===== src/rtl/hex_frag_serializer.sv =====
// Double-buffered hex-cell batch capture with per-cell fragment serialization.
// Optional radius clipping of cells is enabled by defining HEX_CLIP_EN.
module hex_frag_serializer #(
    parameter int BATCH  = 10,
    parameter int RADIUS = 64
) (
    input  logic               clk,
    input  logic               reset,
    input  logic               valid_in,
    input  logic signed [15:0] q_in     [0:BATCH-1],
    input  logic signed [15:0] r_in     [0:BATCH-1],
    input  logic        [7:0]  depth_in [0:BATCH-1],
    output logic               in_ready,
    output logic               out_valid,
    input  logic               out_ready,
    output logic signed [15:0] out_q,
    output logic signed [15:0] out_r,
    output logic        [7:0]  out_depth,
    output logic        [3:0]  out_slot,
    output logic               out_last,
    output logic               overflow,
    output logic        [15:0] clip_count
);
    typedef enum logic {IDLE, EMIT} state_t;

    state_t state, state_nx;

    logic signed [15:0] buf_q     [0:1][0:BATCH-1];
    logic signed [15:0] buf_r     [0:1][0:BATCH-1];
    logic        [7:0]  buf_depth [0:1][0:BATCH-1];
    logic [BATCH-1:0]   buf_keep  [0:1];
    logic [1:0]         buf_valid;
    logic               wr_ptr, rd_ptr, rd_ptr_nx;
    logic [1:0]         occupancy;
    logic [3:0]         slot, slot_nx;
    logic [BATCH-1:0]   new_keep;
    logic               capture, free_buf;
    logic [4:0]         cur_next, own_first, oth_first, new_first;

    function automatic logic within_radius(logic signed [15:0] q, logic signed [15:0] r);
        logic signed [16:0] s;
        int aq, ar, as;
        s  = 17'(q) + 17'(r);
        aq = (q < 0) ? -int'(q) : int'(q);
        ar = (r < 0) ? -int'(r) : int'(r);
        as = (s < 0) ? -int'(s) : int'(s);
        return (aq <= RADIUS) && (ar <= RADIUS) && (as <= RADIUS);
    endfunction

    // Lowest kept slot at or above 'from': {found, index}.
    function automatic logic [4:0] next_kept(logic [BATCH-1:0] mask, int unsigned from);
        logic [4:0] res;
        res = '0;
        for (int unsigned i = 0; i < BATCH; i++) begin
            if (!res[4] && mask[i] && (i >= from))
                res = {1'b1, 4'(i)};
        end
        return res;
    endfunction

    assign in_ready = (occupancy != 2'd2);
    assign capture  = valid_in && in_ready;

    always_comb begin
        state_nx  = state;
        slot_nx   = slot;
        rd_ptr_nx = rd_ptr;
        free_buf  = 1'b0;
        cur_next  = next_kept(buf_keep[rd_ptr], {28'b0, slot} + 32'd1);
        own_first = next_kept(buf_keep[rd_ptr], 0);
        oth_first = next_kept(buf_keep[~rd_ptr], 0);
        new_first = next_kept(new_keep, 0);
        out_valid = (state == EMIT);
        out_last  = out_valid && !cur_next[4];
        out_q     = out_valid ? buf_q[rd_ptr][slot]     : '0;
        out_r     = out_valid ? buf_r[rd_ptr][slot]     : '0;
        out_depth = out_valid ? buf_depth[rd_ptr][slot] : '0;
        out_slot  = out_valid ? slot : '0;
        case (state)
            IDLE: begin
                if (buf_valid[rd_ptr]) begin
                    if (own_first[4]) begin
                        state_nx = EMIT;
                        slot_nx  = own_first[3:0];
                    end else begin
                        // Empty-mask buffer: retire it; a batch landing now goes straight out.
                        free_buf  = 1'b1;
                        rd_ptr_nx = ~rd_ptr;
                        if (capture && new_first[4]) begin
                            state_nx = EMIT;
                            slot_nx  = new_first[3:0];
                        end
                    end
                end else if (capture && new_first[4]) begin
                    state_nx = EMIT;
                    slot_nx  = new_first[3:0];
                end
            end
            EMIT: begin
                if (out_ready) begin
                    if (cur_next[4]) begin
                        slot_nx = cur_next[3:0];
                    end else begin
                        free_buf  = 1'b1;
                        rd_ptr_nx = ~rd_ptr;
                        state_nx  = IDLE;
                        if (buf_valid[~rd_ptr]) begin
                            if (oth_first[4]) begin
                                state_nx = EMIT;
                                slot_nx  = oth_first[3:0];
                            end
                        end else if (capture && new_first[4]) begin
                            state_nx = EMIT;
                            slot_nx  = new_first[3:0];
                        end
                    end
                end
            end
            default: state_nx = IDLE;
        endcase
    end

    always_ff @(posedge clk) begin
        if (reset) begin
            state     <= IDLE;
            slot      <= '0;
            rd_ptr    <= 1'b0;
            wr_ptr    <= 1'b0;
            occupancy <= '0;
            buf_valid <= '0;
            overflow  <= 1'b0;
        end else begin
            state  <= state_nx;
            slot   <= slot_nx;
            rd_ptr <= rd_ptr_nx;
            if (capture && !free_buf)
                occupancy <= occupancy + 2'd1;
            else if (!capture && free_buf)
                occupancy <= occupancy - 2'd1;
            if (free_buf)
                buf_valid[rd_ptr] <= 1'b0;
            if (capture) begin
                buf_valid[wr_ptr] <= 1'b1;
                wr_ptr            <= ~wr_ptr;
            end
            if (valid_in && !in_ready)
                overflow <= 1'b1;
        end
    end

    always_ff @(posedge clk) begin
        if (capture) begin
            buf_keep[wr_ptr] <= new_keep;
            for (int unsigned i = 0; i < BATCH; i++) begin
                buf_q[wr_ptr][i]     <= q_in[i];
                buf_r[wr_ptr][i]     <= r_in[i];
                buf_depth[wr_ptr][i] <= depth_in[i];
            end
        end
    end

`ifdef HEX_CLIP_EN
    logic [4:0]  n_clip;
    logic [16:0] clip_sum;

    always_comb begin
        n_clip = '0;
        for (int unsigned i = 0; i < BATCH; i++) begin
            new_keep[i] = within_radius(q_in[i], r_in[i]);
            n_clip      = n_clip + {4'b0, ~new_keep[i]};
        end
        clip_sum = {1'b0, clip_count} + {12'b0, n_clip};
    end

    always_ff @(posedge clk) begin
        if (reset)
            clip_count <= '0;
        else if (capture)
            clip_count <= clip_sum[16] ? '1 : clip_sum[15:0];
    end
`else
    assign new_keep   = '1;
    assign clip_count = '0;
`endif

endmodule


===== config.mk =====
export PLATFORM = sky130hd
export DESIGN_NAME = hex_frag_serializer
export DESIGN_NICKNAME = d
export VERILOG_FILES = /design/src/rtl/hex_frag_serializer.sv
export SDC_FILE = /design/constraint.sdc
export NUM_CORES = 1
export LEC_CHECK = 0
export CORE_MARGIN = 2
export CORE_UTILIZATION = 54
export CTS_CLUSTER_SIZE = 20
export DETAILED_ROUTE_END_ITERATION = 16
export GPL_TIMING_DRIVEN = 0
export PLACE_DENSITY_LB_ADDON = 0.15
export SLEW_MARGIN = 20
export SYNTH_ARGS = -nofsm -noshare
export SYNTH_HDL_FRONTEND = slang
export SYNTH_SLANG_ARGS = --single-unit

===== constraint.sdc =====
create_clock -name clk -period 11.3 [get_ports clk]
set_clock_uncertainty 0.15 [all_clocks]
set_input_delay 1.695 -clock clk [delete_from_list [all_inputs] [get_ports clk]]
set_output_delay 1.695 -clock clk [all_outputs]
set_load 0.005 [all_outputs]

### Word level (Yosys, flattened, before mapping)

Memories as Yosys holds them, arrays and structs flattened. A register that Yosys moved wholly into a read port is not among the register bits.
Cells that the tools add are included.

| word-level totals | value |
|---|---|
| flip-flop bits (word level) | 12 |
| RAM bits | 800 |
| bits of input ports | 404 |
| output and inout port bits | 64 |
| logic and storage cells | 209 |
| memories kept | 3 |

| operators by class | value |
|---|---|
| add/sub/neg operators | 3 |
| $lt $le $gt $ge | 16 |
| equal/unequal tests | 6 |
| mux-type cells | 89 |
| bitwise gates (word level) | 7 |
| reduce and logical (&&, ||, !) cells | 78 |

Memories:

| name | depth | bits a word | rd ports | clocked after memory_dff | wr ports | RTL line | text |
|---|---|---|---|---|---|---|---|
| buf_q | 2 | 160 | 1 | 1 | 1 | 28 | `logic signed [15:0] buf_q [0:1][0:BATCH-1];` |
| buf_r | 2 | 160 | 1 | 1 | 1 | 29 | `logic signed [15:0] buf_r [0:1][0:BATCH-1];` |
| buf_depth | 2 | 80 | 1 | 1 | 1 | 30 | `logic [7:0] buf_depth [0:1][0:BATCH-1];` |

Operators by type and width:

| kind | count |
|---|---|
| two-way mux 5 bit | 30 |
| binary-select mux 16 bit (select 4 bit) | 2 |
| two-way mux 16 bit | 6 |
| binary-select mux 8 bit (select 4 bit) | 1 |
| two-way mux 4 bit | 8 |
| zero test 1 bit | 31 |
| two-way mux 1 bit | 28 |
| logical AND 1 bit, second input constant | 27 |
| two-way mux 8 bit | 3 |
| >= comparator 3 x 5 -> 1 bit, first input constant | 4 |
| logical AND 1 bit | 16 |
| >= comparator 1 x 5 -> 1 bit, first input constant | 2 |
| >= comparator 2 x 5 -> 1 bit, first input constant | 2 |
| >= comparator 4 x 5 -> 1 bit, first input constant | 2 |
| two-way mux 2 bit | 5 |
| inequality test 2 bit, second input constant | 5 |
| case mux 4 bit (2 select lines) | 1 |
| less-than comparator 1 x 2 -> 1 bit, second input constant | 3 |
| case mux 1 bit (2 select lines) | 3 |
| adder 4 x 1 -> 5 bit, second input constant | 1 |
| >= comparator 5 bit, second input constant | 1 |
| inverter 4 -> 5 bit | 1 |
| inequality test 4 bit, second input constant | 1 |
| AND reduction 4 bit | 1 |
| 11 further kinds | 15 |

### Longest topological paths before layout

Gate-level depths: netlist (run 1).

| logic depth | value |
|---|---|
| depth in word-level cells | 47 |
| gate-level depth with buffers | 11 |
| mapped depth without buffers | 10 |

### Least setup slack after synthesis (run 1)

No wires, ideal clock.

| path | value |
|---|---|
| path kind | input-to-reg |
| start | input valid_in |
| end | memory buf_depth[0][0] (netlist bit) (enable) |
| library setup time | 0.749 ns |
| arrival | 9.646 ns |
| setup slack | 0.754 ns |
| cell stages on the path | 4 |
| buffers on the path | 0 |
| path through | nand2_1 > inv_1 > nand2b_1 > inv_1 |

| between the ends | value |
|---|---|
| cells in the longest elaborated chain, start to end | 3 |

Ends and longest elaborated chain:

| item | RTL line | text |
|---|---|---|
| from (decl) | 9 | `input logic valid_in,` |
| logical AND 1 bit | 62 | `assign capture = valid_in && in_ready;` |
| via capture | 37 | `logic capture, free_buf;` |
| two-way mux 1 bit | n/a |  |
| two-way mux 1 bit (implied by the code) | 157 | `buf_depth[wr_ptr][i] <= depth_in[i];` |
| to (decl) | 30 |  |

The timed path passes the listed nets, and every way through them passes these cells.

### Final worst setup path (run 1)

| path | value |
|---|---|
| start | register slot[1] |
| end | output out_q[1] |

| between the ends | value |
|---|---|
| cells in the longest elaborated chain, start to end | 5 |

Ends and longest elaborated chain:

| item | RTL line | text |
|---|---|---|
| from (decl) | 35 | `logic [3:0] slot, slot_nx;` |
| from (signal assigned) | 134 | `slot <= slot_nx;` |
| inverter 4 -> 5 bit (implied by the code) | 75 | `out_q = out_valid ? buf_q[rd_ptr][slot] : '0;` |
| binary-select mux 16 bit (select 4 bit) | 75 |  |
| two-way mux 16 bit (implied by the code) (2 in series) | 75 |  |
| two-way mux 16 bit | 75 |  |
| to (decl) | 16 | `output logic signed [15:0] out_q,` |

No other way between the ends. The select of a mux whose other input is x is not followed.

==> flow_metrics.env, run 1 <==
export IMPL_crit_slowest_cell="clkbuf_1"
export IMPL_cts_inserted_buffers=83
export IMPL_drive_above_1_share_pct=16.2
export IMPL_grt_pass1_vias=17500
export IMPL_worst_setup_path_end_kind="output port"
export IMPL_ctsHtreeMaxLevel=3
export IMPL_yosysSeqAreaShare_pct=77.5
export IMPL_ioPinCount=468
export IMPL_rsz0062_at_grt="no"
export IMPL_netlist_area_leader_share_pct=76.6
export IMPL_synth_top_family_by_area="multiplexers"
export IMPL_fill_cells=3670
export IMPL_reg2regPathDepth=10
export IMPL_rr_endpoint="occupancy[1]$_SDFFE_PP0P_"
export IMPL_cp_data_arrival_time_ns=3.80
export IMPL_clockBufferDepth=3
export IMPL_period_needed_ns=5.64
export IMPL_max_freq_ghz=0.177
export IMPL_coreArea_um2=57600
export IMPL_synthDistinctLibCells=45
export IMPL_syn_avg_cell_area_um2=21.2
export IMPL_synthMuxAreaShare_pct=14.9
export IMPL_synthCells=1478
export IMPL_dr_pass1_iters=5
export IMPL_synth_edf_count=800
export IMPL_synth_compound_area_share_pct=3.34
export IMPL_num_rows=88
export IMPL_synth_cell_area_um2=31400
export IMPL_cp_data_required_time_ns=9.46
export IMPL_worst_slew_pin_transition_ns=1.04
export IMPL_ir_drop_mv=0.157
export IMPL_clockRootBuffer="clkbuf_16"
export IMPL_synthArstFlopShare_pct=0
export IMPL_finalNonFillerCells=2874
export IMPL_max_cap_violations=0
export IMPL_wire_per_inst_um=26.3
export IMPL_port_buffers=451
export IMPL_finalMaxSlewViolations=0
export IMPL_routabilityCongestion=0.823
export IMPL_finalHoldViolCount=0
export IMPL_synth_ff_type="edfxtp_1"
export IMPL_dieArea_um2=60000
export IMPL_yosys_top_cells_area="edfxtp_1, mux4_2, mux2i_1"
export IMPL_cp_max_fo=10
export IMPL_gr_usage_all_layers_pct=25.5
export IMPL_fin_ws_ns=5.66
export IMPL_slew_headroom_pct=30.2
export IMPL_power_density_nw_per_um2=171
export IMPL_grt_pass1_wl_um=110000
export IMPL_ys_warn_count=0
export IMPL_ctsResizeCount=0
export IMPL_synth_area_leader_cell="edfxtp_1"
export IMPL_drc_errors=0
export IMPL_dp_hpwl_um=52400
export IMPL_vias_per_cell=5.76
export IMPL_drt_initial_drc_count=1213
export IMPL_cp_start_kind="register"
export IMPL_finalSetupViolCount=0
export IMPL_crit_top_cell="buf_2"
export IMPL_layout_nets=2446
export IMPL_cts_num_sinks=813
export IMPL_num_vias=16500
export IMPL_crit_chain="buf_2 > buf_2 > clkbuf_1 > mux4_2 > a22oi_1 > o211ai_1 > clkdlybuf4s50_1"
export IMPL_cts_hold_buf=0
export IMPL_synthXorXnorAreaFrac_pct=0.0559
export IMPL_pre_cts_slack_ns=6.31
export IMPL_die_h_um=245
export IMPL_antenna_found_initial=31
export IMPL_start_util_pct=54.4
export IMPL_reg2reg_from="slot[1]$_SDFFE_PP0P_"
export IMPL_min_path_type="register to register"
export IMPL_post_place_cells=2718
export IMPL_insertion_delay_ns=0.61
export IMPL_synthSimpleGateAreaFrac_pct=2.32
export IMPL_worstSetupPathType="register to output port"
export IMPL_placed_cell_area_um2=37100
export IMPL_min_delay_start="wr_ptr$_SDFFE_PP0P_"
export IMPL_wirelength_um=75500
export IMPL_cpPeakStageDelay_ns=0.62
export IMPL_synth_adder_area_share_pct=0.160
export IMPL_hold_depth=2
export IMPL_cts_clk_slew_worst_paths_ns=0.06
export IMPL_leakagePower_nw=12.9
export IMPL_rrSetupSlack_ns=7.62
export IMPL_cts_tree="yes"
export IMPL_ys_seq_elements=813
export IMPL_die_w_um=245
export IMPL_status="complete, no violations"
export IMPL_hold_end="wr_ptr$_SDFFE_PP0P_"
export IMPL_grt_max_degree=108
export IMPL_min_period_over_period_pct=50.0
export IMPL_postRouteAntennaNets=0
export IMPL_stdcell_area_um2=39700
export IMPL_post_cts_buffers=0
export IMPL_overflow=0
export IMPL_area_delta_synth_final_pct=26.7
## how the worst max path moves through the flow
| stage | start | to | slack [ns] | depth (start not counted) |
|---|---|---|---|---|
| detailed placement | slot[1]$_SDFFE_PP0P_ | out_q[1] | 6.31 | 7 |
| global placement | valid_in | buf_r[0][135]$_DFFE_PP_ | -4.07 | 5 |
| global route | slot[1]$_SDFFE_PP0P_ | out_q[12] | 5.51 | 7 |
| CTS | slot[1]$_SDFFE_PP0P_ | out_q[1] | 5.63 | 7 |
| floorplan | valid_in | buf_depth[0][0]$_DFFE_PP_ | 0.75 | 4 |
| finish | slot[1]$_SDFFE_PP0P_ | out_q[1] | 5.66 | 7 |
## critical path: cells and delay by family, from the launching register on
family                 cells  cell delay (ns)
buffers and inverters      4             1.78
AO/OA/AOI/OAI              2             0.59
multiplexers               1             0.43
flip-flops                 1             0.39
## area by class of cell
type / count / area [µm²] / share of cell area (%)
Inverter: 5 / 33.8 / 0.0850
Antenna cell: 13 / 32.5 / 0.0819
Clock buffer: 105 / 2220 / 5.60
Clock inverter: 38 / 320 / 0.806
Tap cell: 765 / 957 / 2.41
Multi-Input combinational cell: 579 / 6570 / 16.5
Buffer: 96 / 536 / 1.35
Sequential cell: 813 / 24300 / 61.1
Timing Repair Buffer: 460 / 4760 / 12.0
## placed cells by master, fill, tap and decap left out, drive strengths merged, types with 3 or more instances in the layout
cell           synthesis  layout
a211oi                 6       6
a21oi                 21      21
a221o                 14      14
a22o                  14      14
a22oi                 40      40
and2                   6       6
and4b                 14      14
buf                   73      82
bufinv                 0       4
clkbuf                23     128
clkdlybuf4s50          0     451
clkinv                 0      30
clkinvlp               0       3
conb                   1      16
dfxtp                 13      13
diode                  0      13
edfxtp               800     800
ha                     4       4
inv                    5       6
mux2i                122     122
mux4                 152     152
nand2                 69      69
nand2b                 5       5
nand3                 16      16
nand4                  3       3
nor2                  10      10
nor2b                  8       8
o211ai                26      26
o21ai                  6       6
o311ai                 3       3
## through the flow
| stage | TNS (ns) | hold WS [ns] | total power [mW] | util [%] |
|---|---|---|---|---|
| 3_3_place_gp | -3211.13 | 0.303 | 4.40 | 64.0 |
| 6_report | 0 | 0.327 | 6.80 | 69.0 |
| 4_1_cts | 0 | 0.323 | 6.86 | 68.9 |
| 3_5_place_dp | 0 | 0.316 | 4.30 | 64.5 |
| 2_1_floorplan | 0 | 0.294 | 4.05 | - |
| 5_1_grt | 0 | 0.358 | 7.02 | 69.0 |
## cell usage after synthesis, types with 3 or more instances
master / count
a211oi_1: 6
a21oi_1: 21
a221o_1: 14
a22o_1: 14
a22oi_1: 40
and2_1: 6
and4b_1: 14
buf_1: 7
buf_2: 35
buf_4: 27
buf_6: 4
clkbuf_1: 23
dfxtp_1: 13
edfxtp_1: 800
ha_1: 4
inv_1: 5
mux2i_1: 122
mux4_2: 152
nand2_1: 69
nand2b_1: 5
nand3_1: 16
nand4_1: 3
nor2_1: 10
nor2b_1: 8
o211ai_1: 26
o21ai_0: 6
o311ai_0: 3
## flip-flops by register name, summed over array words and instances, names as in the netlist, named ones only
signal and flops:
rd_ptr 1, occupancy 2, buf_q 320, buf_valid 2
buf_r 320, buf_depth 160, wr_ptr 1, out_valid 1
overflow 1, slot 4
## power by group
group / internal (mW) / switching (mW) / total [mW]
clock: 1.48 / 1.09 / 2.57
sequential: 3.59 / 0.0516 / 3.64
combinational: 0.297 / 0.295 / 0.591
total: 5.37 / 1.43 / 6.80
## cells by family (layout without fill, tap and decap cells)
| logic type | Yosys count | count (layout) |
|---|---|---|
| AO/OA/AOI/OAI | 140 | 140 |
| XOR/XNOR | 2 | 2 |
| adder cells (fa/ha/maj) | 4 | 4 |
| buffers and inverters | 101 | 704 |
| flip-flops | 813 | 813 |
| multiplexers | 276 | 276 |
| other | 1 | 29 |
| AND/OR/NAND/NOR | 141 | 141 |
## metal layers
layer / vias up / global-route usage (%) / share of wire [%]
li1: 7295 / - / -
met1: 8516 / 33.0 / 39
met2: 554 / 42.1 / 50
met3: 146 / 7.84 / 8.2
met4: 36 / 7.68 / 2.6
met5: - / 0 / 0.32
Power figures use the tool's default switching activity.
==> run 2, diff against run 1 <==
==> constraint.sdc (replaced) <==
create_clock -name clk -period 5.4 [get_ports clk]
set_clock_uncertainty 0.15 [all_clocks]
set_input_delay 0.81 -clock clk [delete_from_list [all_inputs] [get_ports clk]]
set_output_delay 0.81 -clock clk [all_outputs]
set_load 0.005 [all_outputs]
==> run 2 against run 1 <==
Net effect: first-iteration DRC count up 5.9%; sequential share of layout area down 0.87 points; routed wire length up 1.1%; sequential power up 110%; worst hold slack worse by 0.011 ns; combinational power up 120%; cell area up 1.4%; critical path depth unchanged; count of clock-buffer cells in the layout down 8; total power up 110%; flip-flop and latch count unchanged; critical endpoint is now out_q[12].
==> flow_metrics.env, run 2 (synthesis gave the netlist of run 1 again) <==
export IMPL_rsz0062_at_grt="no"
export IMPL_min_period_over_period_pct=88.8
export IMPL_max_freq_ghz=0.209
export IMPL_worst_slew_pin_transition_ns=1.01
export IMPL_cts_tree="yes"
export IMPL_rr_endpoint="occupancy[1]$_SDFFE_PP0P_"
export IMPL_rrSetupSlack_ns=1.79
export IMPL_cp_start_kind="register"
export IMPL_fin_ws_ns=0.604
export IMPL_cp_data_arrival_time_ns=3.84
export IMPL_insertion_delay_ns=0.62
export IMPL_grt_use_met3_pct=8.42
export IMPL_coreArea_um2=57600
export IMPL_period_needed_ns=4.80
export IMPL_die_w_um=245
export IMPL_finalNonFillerCells=2913
export IMPL_leakagePower_nw=13.1
export IMPL_worst_setup_path_end_kind="output port"
export IMPL_crit_cells=7
export IMPL_wirelength_um=76300
export IMPL_num_rows=88
export IMPL_layout_nets=2467
export IMPL_ioPinCount=468
export IMPL_holdWs_ns=0.317
export IMPL_max_cap_violations=0
export IMPL_cts_num_sinks=813
export IMPL_gr_usage_all_layers_pct=25.6
export IMPL_min_path_type="register to register"
export IMPL_finalHoldViolCount=0
export IMPL_overflow=0
export IMPL_worstPathBufferInverterCount=4
export IMPL_ctsHtreeMaxLevel=3
export IMPL_cp_data_required_time_ns=4.44
export IMPL_crit_chain="buf_2 > buf_2 > clkbuf_1 > mux4_2 > a22oi_1 > o211ai_1 > clkdlybuf4s50_1"
export IMPL_hold_end="overflow$_SDFFE_PP0P_"
export IMPL_antenna_found_initial=38
export IMPL_post_cts_buffers=0
export IMPL_clockRootBuffer="clkbuf_16"
export IMPL_hold_depth=2
export IMPL_dr_pass1_iters=5
export IMPL_final_util_pct=70.0
export IMPL_crit_slowest_cell="clkbuf_1"
export IMPL_wire_per_inst_um=26.2
export IMPL_power_density_nw_per_um2=361
export IMPL_grtUsageMet2_pct=41.5
export IMPL_crit_top_cell="buf_2"
export IMPL_start_util_pct=54.4
export IMPL_slew_headroom_pct=32.7
export IMPL_finalMaxSlewViolations=0
export IMPL_vias_per_cell=5.77
export IMPL_cp_max_fo=10
export IMPL_cp_top_family="buffers and inverters"
export IMPL_fill_cells=3715
export IMPL_cts_inserted_buffers=83
export IMPL_port_buffers=451
export IMPL_clockBufferDepth=3
export IMPL_cts_hold_buf=0
export IMPL_drt_initial_drc_count=1285
export IMPL_stdcell_area_um2=40300
export IMPL_die_h_um=245
export IMPL_cts_clk_slew_worst_paths_ns=0.06
export IMPL_ir_drop_mv=0.304
export IMPL_grt_max_degree=34
export IMPL_grt_busiest_layer="met2"
export IMPL_area_delta_synth_final_pct=28.5
export IMPL_post_place_cells=2739
export IMPL_cpPeakStageDelay_ns=0.61
export IMPL_num_vias=16800
export IMPL_use_met1_pct=32.7
export IMPL_grt_pass1_vias=17600
export IMPL_status="complete, no violations"
export IMPL_min_delay_start="overflow$_SDFFE_PP0P_"
export IMPL_pre_cts_slack_ns=1.22
export IMPL_worstSetupPathType="register to output port"
export IMPL_drc_errors=0
export IMPL_drive_above_1_share_pct=17.7
export IMPL_reg2reg_from="slot[1]$_SDFFE_PP0P_"
export IMPL_top_regs="buf_q: 320 flops, buf_r: 320 flops, buf_depth: 160 flops"
export IMPL_placed_cell_area_um2=37600
export IMPL_finalSetupViolCount=0
export IMPL_ctsResizeCount=0
export IMPL_postRouteAntennaNets=0
export IMPL_final_common_cell="edfxtp_1"
export IMPL_dp_hpwl_um=54800
export IMPL_routabilityCongestion=0.817
export IMPL_reg2regPathDepth=10
export IMPL_grt_pass1_wl_um=111000
export IMPL_dieArea_um2=60000
export IMPL_layout_common_cells="edfxtp_1, clkdlybuf4s50_1, mux4_2, mux2i_1, clkbuf_16"
==> run 2: cell types whose count changed in the layout (fill, tap and decap cells not counted), sizes merged <==
cell    delta
buf       +21
clkbuf     -8
clkinv    +13
bufinv     +4
diode      +9
==> run 2: worst max path at each step <==
stage                              start                   endpoint  slack, ns
floorplan                       valid_in  buf_depth[0][0]$_DFFE_PP_      -2.11
global placement                valid_in     buf_q[0][88]$_DFFE_PP_      -6.22
detailed placement  slot[1]$_SDFFE_PP0P_                  out_q[12]       1.22
CTS                 slot[1]$_SDFFE_PP0P_                  out_q[12]       0.55
global route        slot[1]$_SDFFE_PP0P_                  out_q[12]       0.46
finish              slot[1]$_SDFFE_PP0P_                  out_q[12]       0.60
==> run 2: per-stage QoR <==
step	power (mW)	setup TNS, ns
final	14.5	0
after global routing	15.0	0
after CTS	14.7	0
after detailed placement	9.07	0
after global placement	9.11	-4913.48
after floorplan	8.42	-1690.47
==> run 2: power breakdown <==
group | internal [mW] | total, mW | switching [mW]
registers | 7.51 | 7.62 | 0.107
logic | 0.684 | 1.32 | 0.632
clock network | 3.29 | 5.62 | 2.33
total | 11.5 | 14.5 | 3.07
==> run 2: worst min-delay path: stages, from the launching register on <==
cell and delay [ns]:
dfxtp_1 0.32, a21oi_1 0.04, nor2_1 0.07
==> run 2: layout make-up <==
type	count	area (µm²)	area share [%]
sequential	813	24300	60.3
antenna	22	55.1	0.137
clock buffer	97	2190	5.44
buffer	96	536	1.33
multi-input combinational	579	6600	16.4
clock inverter	55	482	1.20
tap	765	957	2.38
timing repair buffer	481	5160	12.8
inverter	5	31.3	0.0776
==> run 2: layer usage <==
metal,wire [µm],share of wire [%],vias to the layer above
met3,7000,9.2,166
met2,37800,50,613
met1,29000,38,8631
met4,2330,3.1,40
li1,-,-,7369
met5,249,0.33,-
